`src/rtl/rsa_modexp_scheduler.sv`:
```
// rsa_modexp_scheduler: round-robin shared modexp engine, right-to-left square-and-multiply, one exponent bit per clock
module rsa_modexp_scheduler #(
    parameter int WIDTH = 8
) (
    input  logic             clk,
    input  logic             rst,
    input  logic             req0,
    input  logic [WIDTH-1:0] base0,
    input  logic [WIDTH-1:0] exp0,
    input  logic [WIDTH-1:0] mod0,
    output logic             ack0,
    input  logic             req1,
    input  logic [WIDTH-1:0] base1,
    input  logic [WIDTH-1:0] exp1,
    input  logic [WIDTH-1:0] mod1,
    output logic             ack1,
    output logic             busy,
    output logic             done,
    output logic             done_id,
    output logic [WIDTH-1:0] result,
    output logic             err
);
    localparam int CW = $clog2(WIDTH + 1);
    localparam int PW = 2 * WIDTH;
    typedef enum logic [1:0] {IDLE, RUN, DONE} state_t;
    state_t state, state_n;
    logic [WIDTH-1:0] base_r, exp_r, acc, n_r;
    logic [WIDTH-1:0] base_n, exp_n, acc_n, n_n, result_n;
    logic [WIDTH-1:0] b_sel, e_sel, m_sel;
    logic [PW-1:0] p_mul, p_sq;
    logic [CW-1:0] cnt, cnt_n;
    logic id, id_n, last, last_n, gnt;
    logic ack0_n, ack1_n, done_n, done_id_n, err_n, busy_n;
    // last holds the requester served most recently; reset to 1 so requester 0 wins first
    always_comb begin
        gnt = (req0 & req1) ? ~last : req1;
        b_sel = gnt ? base1 : base0;
        e_sel = gnt ? exp1 : exp0;
        m_sel = gnt ? mod1 : mod0;
        p_mul = PW'(acc) * PW'(base_r);
        p_sq = PW'(base_r) * PW'(base_r);
        state_n = state;
        base_n = base_r;
        exp_n = exp_r;
        acc_n = acc;
        n_n = n_r;
        cnt_n = cnt;
        id_n = id;
        last_n = last;
        ack0_n = 1'b0;
        ack1_n = 1'b0;
        done_n = 1'b0;
        done_id_n = done_id;
        err_n = err;
        result_n = result;
        case (state)
            IDLE: if (req0 | req1) begin
                ack0_n = ~gnt;
                ack1_n = gnt;
                last_n = gnt;
                id_n = gnt;
                if (m_sel == '0) begin
                    state_n = DONE;
                    done_n = 1'b1;
                    done_id_n = gnt;
                    err_n = 1'b1;
                    result_n = '0;
                end else begin
                    state_n = RUN;
                    base_n = b_sel % m_sel;
                    exp_n = e_sel;
                    acc_n = WIDTH'(1) % m_sel;
                    n_n = m_sel;
                    cnt_n = '0;
                end
            end
            RUN: begin
                acc_n = exp_r[0] ? WIDTH'(p_mul % PW'(n_r)) : acc;
                base_n = WIDTH'(p_sq % PW'(n_r));
                exp_n = exp_r >> 1;
                cnt_n = cnt + CW'(1);
                if (cnt == CW'(WIDTH - 1)) begin
                    state_n = DONE;
                    done_n = 1'b1;
                    done_id_n = id;
                    err_n = 1'b0;
                    result_n = acc_n;
                end
            end
            DONE: state_n = IDLE;
            default: state_n = IDLE;
        endcase
        busy_n = state_n != IDLE;
    end
    always_ff @(posedge clk or posedge rst) begin
        if (rst) begin
            state <= IDLE;
            base_r <= '0;
            exp_r <= '0;
            acc <= '0;
            n_r <= '0;
            cnt <= '0;
            id <= 1'b0;
            last <= 1'b1;
            ack0 <= 1'b0;
            ack1 <= 1'b0;
            busy <= 1'b0;
            done <= 1'b0;
            done_id <= 1'b0;
            err <= 1'b0;
            result <= '0;
        end else begin
            state <= state_n;
            base_r <= base_n;
            exp_r <= exp_n;
            acc <= acc_n;
            n_r <= n_n;
            cnt <= cnt_n;
            id <= id_n;
            last <= last_n;
            ack0 <= ack0_n;
            ack1 <= ack1_n;
            busy <= busy_n;
            done <= done_n;
            done_id <= done_id_n;
            err <= err_n;
            result <= result_n;
        end
    end
endmodule

```
`config.mk`:
```
export PLATFORM = sky130hd
export DESIGN_NAME = rsa_modexp_scheduler
export DESIGN_NICKNAME = d
export VERILOG_FILES = /design/src/rtl/rsa_modexp_scheduler.sv
export SDC_FILE = /design/constraint.sdc
export NUM_CORES = 1
export LEC_CHECK = 0
export ABC_AREA = 1
export ABC_CLOCK_PERIOD_IN_PS = 34400
export BUFFER_PORTS_ARGS = -buffer_cell sky130_fd_sc_hd__buf_2
export CAP_MARGIN = 20
export CORE_MARGIN = 2
export CORE_UTILIZATION = 50
export DETAILED_ROUTE_END_ITERATION = 7
export HOLD_SLACK_MARGIN = 0.15
export MAX_ROUTING_LAYER = met4
export PLACE_DENSITY = 0.66
export SKIP_LAST_GASP = 1
export SLEW_MARGIN = 15
export SYNTH_ARGS = -nofsm -noshare
export SYNTH_HDL_FRONTEND = slang
export SYNTH_SLANG_ARGS = --single-unit
export TNS_END_PERCENT = 1
```
`constraint.sdc`:
```
create_clock -name clk -period 34.4 [get_ports clk]
set_input_delay 1.72 -clock clk [delete_from_list [all_inputs] [get_ports clk]]
set_output_delay 1.72 -clock clk [all_outputs]
set_load 0.01 [all_outputs]
```
==> results_dict.tcl <==
set metrics [dict create \
    overflow 0 \
    multi_input_area_um2 17000 \
    slew_headroom_pct 38.3 \
    routabilityCongestion 0.904 \
    clk-insertion-delay-late_ps 300 \
    final_cell_mix "sky130_fd_sc_hd__nand2_1 (834), sky130_fd_sc_hd__inv_1 (507), sky130_fd_sc_hd__ha_1 (337)" \
    rrSetupSlack_ps 2930 \
    synth.net_count 3672 \
    post_synth_instance_area_um2 20500 \
    synth_top_cells_by_area "sky130_fd_sc_hd__ha_1 (21%), sky130_fd_sc_hd__nand2_1 (15%), sky130_fd_sc_hd__inv_1 (9.4%), sky130_fd_sc_hd__dfrtp_1 (6.5%), sky130_fd_sc_hd__fa_1 (6.3%)" \
    max_cap_viol_count 0 \
    crit_path_end_kind "register" \
    synth_top_cell_area_share_pct 20.5 \
    synth_top_cell_by_area "sky130_fd_sc_hd__ha_1" \
    syn-instance-count 3218 \
    post_drt_via_cell_ratio 5.25 \
    slew_violations 0 \
    finalNetCount 3771 \
    slowest_delay_ps 550 \
    wire_length_of_the_first_global_routing_pass_um 85500 \
    initialDrtViolationCount 906 \
    ctsHoldBuffers 0 \
    grt_start_max_net_pins 55 \
    cts_tree "built" \
    rsz_0062_raised_after_global_routing "yes" \
    synth.avg_cell_area_um2 6.38 \
    cts-buffers-inserted 5 \
    h_tree_depth 2 \
    fp.coreArea_um2 40600 \
    synth_warnings 0 \
    outcome "finished clean" \
    min_path_cells 2 \
    grt_pass1_vias 19100 \
    final.min_clock_period_ps 31470 \
    final_hold_viol_count 0 \
    drt_pre_antenna_iters 7 \
    place.port_buffers 65 \
    layout.cells.non_filler 3850 \
    detailed_placement_hpwl_um 40500 \
    crit_top_cell "sky130_fd_sc_hd__nand2_1" \
    worstReg2RegEnd "base_r[5]$_DFFE_PP0P_" \
    final-seq-area_um2 1380 \
    clkSlewWorstSetupHoldPaths_ps 80 \
    track_usage_pct 24.1 \
    drc_errors 0 \
    rows 74 \
    num-fill-cells 3954 \
    class_of_the_most_critical_setup_path "reg -> reg" \
    antenna_found_initial 0 \
    crit_path_start_kind "register" \
    setup_total_negative_slack_ps 0 \
    initial_utilization_pct 50.5 \
    insertedDiodeCount 0 \
    final_common_cell "sky130_fd_sc_hd__nand2_1" \
    critical_path_peak_fanout 21 \
    cp.arrival_ps 31670 \
    cts_buffer_depth 2 \
    min_path_type "reg -> reg" \
    ports 66 \
    clockRootBuffer "sky130_fd_sc_hd__clkbuf_16" \
    total_wirelength_of_the_detailed_routed_design_um 50700 \
    setup_viol 0 \
    ratio_of_cells_with_drive_above_1_in_the_final_layout_pct 11.6 \
    seq_area_frac_synth_pct 6.59 \
    die-width_um 207 \
    yosys.cell_types.count 58 \
    crit_path_top_delay_cell "sky130_fd_sc_hd__fa_1" \
    critPathRequiredTime_ps 34600 \
    fin_hold_ws_ps 472 \
    layout_worst_path_cycle_share_pct 91.5 \
    worst_clock_skew_ps 10.5 \
    die-height_um 207 \
    cts.sinks 54 \
    worstReg2RegStart "base_r[7]$_DFFE_PP0P_" \
    routedWlPerCell_um 13.2 \
    postSynthRegisterBits 54 \
    fmaxAchievable_ghz 0.0318 \
    ant_nets 0 \
    design.die.area_um2 42700 \
    area_delta_synth_final_pct 8.64 \
    placedCellCount 3770 \
    setup.worst_path.start "base_r[7]$_DFFE_PP0P_" \
    critPathCapture "base_r[5]$_DFFE_PP0P_" \
    route.vias.total 20200 \
    slew_at_the_pin_with_the_worst_max_slew_slack_ps 924 \
    r2r.worst_path.cells 208 \
]
[cell usage after synthesis, drive strengths merged]
master	number
fa	65
o22ai	1
a21boi	2
o31ai	19
nand2	884
buf	22
o211ai	9
xor2	99
o21ai	224
and3	1
clkinv	7
nand3b	10
nor3	22
nor4	3
mux2i	9
clkbuf	43
or2	40
a211oi	3
nand4	32
xnor2	105
a21o	61
o2111ai	1
o41ai	1
a21oi	157
nor2	193
a22o	1
dfrtp	53
nand3	216
inv	538
ha	337
a31oi	6
or3	4
and2	5
o221ai	1
o21bai	36
o21a	7
dfstp	1
[kinds of logic after synthesis]
| group | count (synthesis) | share of synthesized area (%) |
|---|---|---|
| AOI/OAI and AO/OA | 529 | 15.0 |
| muxes | 9 | 0.439 |
| buffers and inverters | 610 | 11.4 |
| and+or+nand+nor | 1410 | 31.0 |
| xor gates and xnor gates | 204 | 8.70 |
| adders and majority gates | 402 | 26.9 |
| DFF | 54 | 6.59 |
[area by class of cell]
class / count / share of cell area (%)
multi-input combinational: 2555 / 76.3
inverter: 545 / 9.25
sequential: 54 / 6.17
timing repair buffer: 155 / 4.47
tap: 532 / 2.98
clock buffer: 7 / 0.640
clock inverter: 1 / 0.135
timing repair inverter: 1 / 0.0224
[worst min path at each step]
stage | startpoint | end
after floorplan | id$_DFFE_PP0P_ | id$_DFFE_PP0P_
after global placement | last$_DFFE_PP1P_ | last$_DFFE_PP1P_
after detailed placement | last$_DFFE_PP1P_ | last$_DFFE_PP1P_
after CTS | last$_DFFE_PP1P_ | last$_DFFE_PP1P_
after global routing | last$_DFFE_PP1P_ | last$_DFFE_PP1P_
final | last$_DFFE_PP1P_ | last$_DFFE_PP1P_
[through the flow]
step	util, %	setup WS (ps)	cell area, um2
floorplan	-	3370	20500
global placement	52.6	1600	21400
detailed placement	52.6	9.70	21400
CTS	53.0	135	21600
global route	54.9	-161	22300
finish	54.9	2930	22300
[sequential cells by signal (all words and copies together), names as in the netlist, named ones only]
register  flops
n_r           8
ack0          1
done          1
result        8
base_r        7
exp_r         8
acc           8
ack1          1
err           1
last          1
done_id       1
cnt           4
id            1
busy          1
state         2
[critical path: cells and delay by family, from the launching register on]
family                   cells  cell delay [ps]
AO/OA/AOI/OAI               71            12040
flip-flops                   1              490
AND/OR/NAND/NOR             88             9120
adder cells (fa/ha/maj)     21             7300
buffers and inverters       28             2390
[layer usage]
metal  global-route usage, %  share of wire (%)  vias up
li1                        -                  -    10600
met1                    31.6                 48     9318
met2                    42.0                 48      299
met3                    1.35                2.6       44
met4                    3.27                1.3        0
met5                       -                  0        -
[timing repair]
action                     4_1_cts  5_1_grt
cloned                           0        2
hold endpoints to repair         0        0
setup endpoints to repair       16       24
setup buffers                    0       70
resized for setup                1       71
pin swaps                        0       16
Power is not shown: default switching activity piles up to over one toggle a cycle in this logic, so the estimate is an artifact.
